## config.mk

```make
export PLATFORM = sky130hd
export DESIGN_NAME = mult_sequencer
export DESIGN_NICKNAME = d
export VERILOG_FILES = /design/src/rtl/mult_sequencer_pkg.sv /design/src/rtl/mult_sequencer_edge_detect.sv /design/src/rtl/mult_sequencer.sv
export SDC_FILE = /design/constraint.sdc
export NUM_CORES = 1
export LEC_CHECK = 0
export CAP_MARGIN = 20
export CORE_AREA = 2 2 39 41
export DETAILED_ROUTE_END_ITERATION = 10
export DIE_AREA = 0 0 41 43
export SLEW_MARGIN = 20
export SYNTH_ARGS = -nofsm -noshare
export SYNTH_HDL_FRONTEND = slang
export SYNTH_SLANG_ARGS = --single-unit
export TNS_END_PERCENT = 1
```

## constraint.sdc

```tcl
create_clock -name Clk -period 1.9 [get_ports Clk]
set_clock_uncertainty 0.05 [all_clocks]
set_input_delay 0.285 -clock Clk [delete_from_list [all_inputs] [get_ports Clk]]
set_output_delay 0.285 -clock Clk [all_outputs]
set_load 0.005 [all_outputs]
```

## src/rtl/mult_sequencer_pkg.sv

```systemverilog
// Shared types and constants for the shift-add multiplier controller.
package mult_pkg;

    typedef enum logic [2:0] {
        IDLE,
        CLEAR,
        ADD,
        SHIFT,
        HOLD
    } mult_state_t;

    localparam int MULT_BITS = 8;

    // Step counter width; never narrower than one bit.
    function automatic int step_w(input int n);
        return (n > 1) ? $clog2(n) : 1;
    endfunction

endpackage

```

## src/rtl/mult_sequencer_edge_detect.sv

```systemverilog
// Registered rising-edge detector; RESET_VAL=1 suppresses an edge from a level held through reset.
module edge_detect #(
    parameter logic RESET_VAL = 1'b1
) (
    input  logic Clk,
    input  logic Reset,
    input  logic d,
    output logic rise
);

    logic d_q;

    always_ff @(posedge Clk or negedge Reset) begin
        if (!Reset) begin
            d_q <= RESET_VAL;
        end else begin
            d_q <= d;
        end
    end

    assign rise = d & ~d_q;

endmodule

```

## src/rtl/mult_sequencer.sv

```systemverilog
// Control FSM for the signed shift-add multiplier: one-cycle strobes for clear/load/add/sub/shift.
module mult_sequencer
    import mult_pkg::*;
#(
    parameter int NUM_BITS   = MULT_BITS,
    parameter bit AUTO_CLEAR = 1'b1
) (
    input  logic                          Clk,
    input  logic                          Reset,
    input  logic                          Run,
    input  logic                          ClearA_LoadB,
    input  logic                          M,
    output logic                          Clr_A,
    output logic                          LoadB,
    output logic                          Add,
    output logic                          Sub,
    output logic                          Shift,
    output logic                          Busy,
    output logic                          Done,
    output logic [step_w(NUM_BITS)-1:0]   Step,
    output mult_state_t                   State
);

    localparam int            SW   = step_w(NUM_BITS);
    localparam logic [SW-1:0] LAST = SW'(NUM_BITS - 1);

    mult_state_t   state, state_n;
    logic [SW-1:0] step, step_n;
    logic          run_start;

    edge_detect #(.RESET_VAL(1'b1)) u_run_edge (
        .Clk   (Clk),
        .Reset (Reset),
        .d     (Run),
        .rise  (run_start)
    );

    always_ff @(posedge Clk or negedge Reset) begin
        if (!Reset) begin
            state <= IDLE;
            step  <= '0;
        end else begin
            state <= state_n;
            step  <= step_n;
        end
    end

    always_comb begin
        state_n = state;
        step_n  = step;
        Clr_A   = 1'b0;
        LoadB   = 1'b0;
        Add     = 1'b0;
        Sub     = 1'b0;
        Shift   = 1'b0;
        Busy    = 1'b0;
        Done    = 1'b0;
        unique case (state)
            IDLE: begin
                if (run_start) begin
                    state_n = AUTO_CLEAR ? CLEAR : ADD;
                    step_n  = '0;
                end else if (ClearA_LoadB && Reset) begin
                    // Gated by Reset so the strobes stay low while reset is held.
                    Clr_A = 1'b1;
                    LoadB = 1'b1;
                end
            end
            CLEAR: begin
                Busy    = 1'b1;
                Clr_A   = 1'b1;
                state_n = ADD;
            end
            ADD: begin
                Busy    = 1'b1;
                Add     = M;
                // Final iteration weighs the multiplier sign bit negatively.
                Sub     = M && (step == LAST);
                state_n = SHIFT;
            end
            SHIFT: begin
                Busy  = 1'b1;
                Shift = 1'b1;
                if (step == LAST) begin
                    state_n = HOLD;
                    step_n  = '0;
                end else begin
                    state_n = ADD;
                    step_n  = step + 1'b1;
                end
            end
            HOLD: begin
                Done = 1'b1;
                if (!Run) begin
                    state_n = IDLE;
                end
            end
            default: begin
                state_n = IDLE;
                step_n  = '0;
            end
        endcase
    end

    assign Step  = step;
    assign State = state;

endmodule
```

==> flow_metrics.env <==
export IMPL_ctsRootBufferMaster="clkbuf_4"
export IMPL_globalRouteMet1Util=0.201
export IMPL_muxShareOfSynthArea=0.0461
export IMPL_yosysUniqueCellTypes=25
export IMPL_io_pins=18
export IMPL_synth_edf_count=0
export IMPL_maxSlewHeadroom=0.846
export IMPL_yosys_top_cells_area="dfrtp_1, dfstp_2, ha_1, a211oi_1, a21o_1"
export IMPL_hpwlAfterDp_um=812
export IMPL_die_h_um=43
export IMPL_hold_buffers=0
export IMPL_cts_buffers=3
export IMPL_syn_to_final_growth_pct=72.0
export IMPL_core_um2=1380
export IMPL_gp_congestion=0.689
export IMPL_worstSetupPathType="reg2out"
export IMPL_synth_compound_gate_area_share=0.228
export IMPL_fmax_ghz=0.557
export IMPL_drt_iter0_markers=12
export IMPL_grt_pass1_vias=413
export IMPL_fin_ws_ns=0.105
export IMPL_worst_slew_pin_slew_ns=0.230
export IMPL_drtPass1Iterations=4
export IMPL_worstSkewPairLatency_ns=0.25
export IMPL_vias_per_cell=5.04
export IMPL_share_seq_of_total_power=0.245
export IMPL_met3_usage=0.0366
export IMPL_cp_slowest_stage_delay_ns=0.50
export IMPL_synth_area_um2=434
export IMPL_setup_viol=0
export IMPL_synth_main_ff_cell="dfrtp_1"
export IMPL_htree_levels=1
export IMPL_start_util=0.314
export IMPL_async_reset_ff_frac=1.00
export IMPL_fill_cells=137
export IMPL_max_cap_violations=0
export IMPL_final_period_utilization=0.945
export IMPL_diodes=0
export IMPL_totalWireLength_mm=1.23
export IMPL_top_usage_layer="met2"
export IMPL_hold_ws_ns=0.345
export IMPL_syn_area_per_cell_um2=9.87
export IMPL_switching_share=0.358
export IMPL_port_buffers=17
export IMPL_drive_gt1_frac=0.301
export IMPL_synth_top_cell_by_area="dfrtp_1"
export IMPL_synth_simple_gate_area_frac=0.207
export IMPL_vdd_drop_max_v=0.000703
export IMPL_synth_fp_nets=51
export IMPL_yosysSeqAreaShare=0.406
export IMPL_cp_start_kind="flop"
export IMPL_synth_common_cells="dfrtp_1, a211oi_1, a21o_1, a21oi_1, and2_1"
export IMPL_comb_power_share=0.632
export IMPL_synth_top_family_by_area="compound AO/OA/AOI/OAI gates"
export IMPL_final_antenna_net_count=0
export IMPL_hold_viol_final=0
export IMPL_drv_slew=0
export IMPL_slowest_stage="clkdlybuf4s50_1"
export IMPL_clockBufferDepth=2
export IMPL_r2r_worst_path_cells=5
export IMPL_path_clk_slew_ns=0.05
export IMPL_critPathArrivalTime_ns=1.46
export IMPL_antenna_found_initial=0
export IMPL_power_share_clock=0.124
export IMPL_synthCells=44
export IMPL_outcome="completed"
export IMPL_p_leak_nw=0.367
export IMPL_finalPower_mw=1.14
export IMPL_yosysWarnings=0
export IMPL_wl_per_cell_um=13.8
export IMPL_grt_util_met2=0.234
export IMPL_cts_sinks=7
export IMPL_cts_tree="built"
export IMPL_globalRouteOverflowTotal=0
export IMPL_endpoint_kind="primary output"
export IMPL_num_vias=449
export IMPL_multi_input_area_um2=254
export IMPL_synth_xor_area_share=0
export IMPL_crit_cells=3
export IMPL_crit_buf_inv=1
export IMPL_die_area_um2=1760
export IMPL_post_route_min_period_ns=1.80
export IMPL_p_switching_mw=0.406
export IMPL_rows=14
export IMPL_crit_family="buffers and inverters"
export IMPL_synth_most_common_cell="dfrtp_1"
export IMPL_grt_usage=0.157
export IMPL_path_max_fanout=3
export IMPL_drc=0
export IMPL_p_int_mw=0.729
export IMPL_finalNetCount=81
export IMPL_synthAdderAreaFrac=0.0576
export IMPL_yosys_area_top_type_share=0.346
export IMPL_power_density_nw_per_um2=1520
export IMPL_rsz0062_at_grt="no"
export IMPL_grt_max_degree=13
export IMPL_post_place_ws_ns=-0.0543
export IMPL_grt_first_pass_wirelength_mm=1.86
export IMPL_register_area_um2=178
export IMPL_synth_seq_cells=7
export IMPL_crit_chain="nor2b_2 -> and3b_1 -> clkdlybuf4s50_1"
export IMPL_required_ns=1.56
export IMPL_die_w_um=41
export IMPL_hold_class="in2async"
[sequential cells by signal, summed over array words and instances, names as in the netlist]
name,flops
State,3
Step,3
u_run_edge.d_q,1
[layout by cell type, fill, tap and decap left out, types with 2 or more instances in the layout]
cell type         n
clkdlybuf4s50_1  12
buf_4            11
dfrtp_1           5
and2_1            3
a21oi_1           3
a211oi_1          3
a21o_1            3
clkbuf_4          3
dlygate4sd2_1     3
nand2b_1          2
nor3_1            2
mux2i_1           2
dlymetal6s2s_1    2
[worst reg2reg max path, stage by stage, from the launching register on]
cell	delay, ns
dfrtp_1	0.39
ha_2	0.21
ha_4	0.17
or3b_1	0.37
a311oi_2	0.26
a21o_1	0.11
[final timing paths]
check                      slack (ns)             end  startpoint
min in group Clk                 0.55  u_run_edge.d_q         Run
max in group asynchronous        1.27  u_run_edge.d_q       Reset
hold reg to reg                  0.58         Step[0]     Step[0]
hold / removal                   0.34        State[2]       Reset
setup / recovery                 0.10             Add    State[2]
setup reg to reg                 0.30         Step[0]     Step[0]
[power groups by stage]
| stage | Sequential [mW] | Clock (mW) | Combinational [mW] |
|---|---|---|---|
| floorplan | 0.269 | 0 | 0.353 |
| global placement | 0.271 | 0 | 0.633 |
| detailed placement | 0.273 | 0 | 0.649 |
| CTS | 0.277 | 0.146 | 0.706 |
| global route | 0.286 | 0.152 | 0.785 |
| finish | 0.278 | 0.140 | 0.717 |
[stage by stage]
| step | setup TNS [ns] | util | instance area (um2) | std cells |
|---|---|---|---|---|
| after floorplan | 0 | - | 434 | 44 |
| after global placement | -0.0411 | 0.486 | 672 | 82 |
| after detailed placement | -0.0755 | 0.486 | 672 | 82 |
| after CTS | 0 | 0.525 | 727 | 87 |
| after global routing | 0 | 0.540 | 747 | 89 |
| final | 0 | 0.540 | 747 | 89 |
[final cells by class]
cell class	count	share of cell area
clock buffer	4	0.0352
inverter	1	0.00503
multi-input combinational	32	0.340
sequential	7	0.238
tap	16	0.0268
timing repair buffer	29	0.355
[cell families (layout without fill, tap and decap cells)]
logic type               count (synthesis)  count (layout)
AO/OA/AOI/OAI                           13              13
adder cells (fa/ha/maj)                  2               2
buffers and inverters                    5              34
flip-flops                               7               7
multiplexers                             2               2
AND/OR/NAND/NOR                         15              15
[routing by layer]
metal / wire length [um] / up-vias
li1: - / 218
met5: 0 / -
met2: 602 / 17
met1: 534 / 214
met4: 0 / 0
met3: 88 / 0
[what timing repair did]
item	4_1_cts	5_1_grt
endpoints found under the setup margin	5	2
gates resized for setup	10	2
buffers inserted	1	2
endpoints found under the hold margin	0	0
pin swaps	1	0
Power figures use the tool's default switching activity.
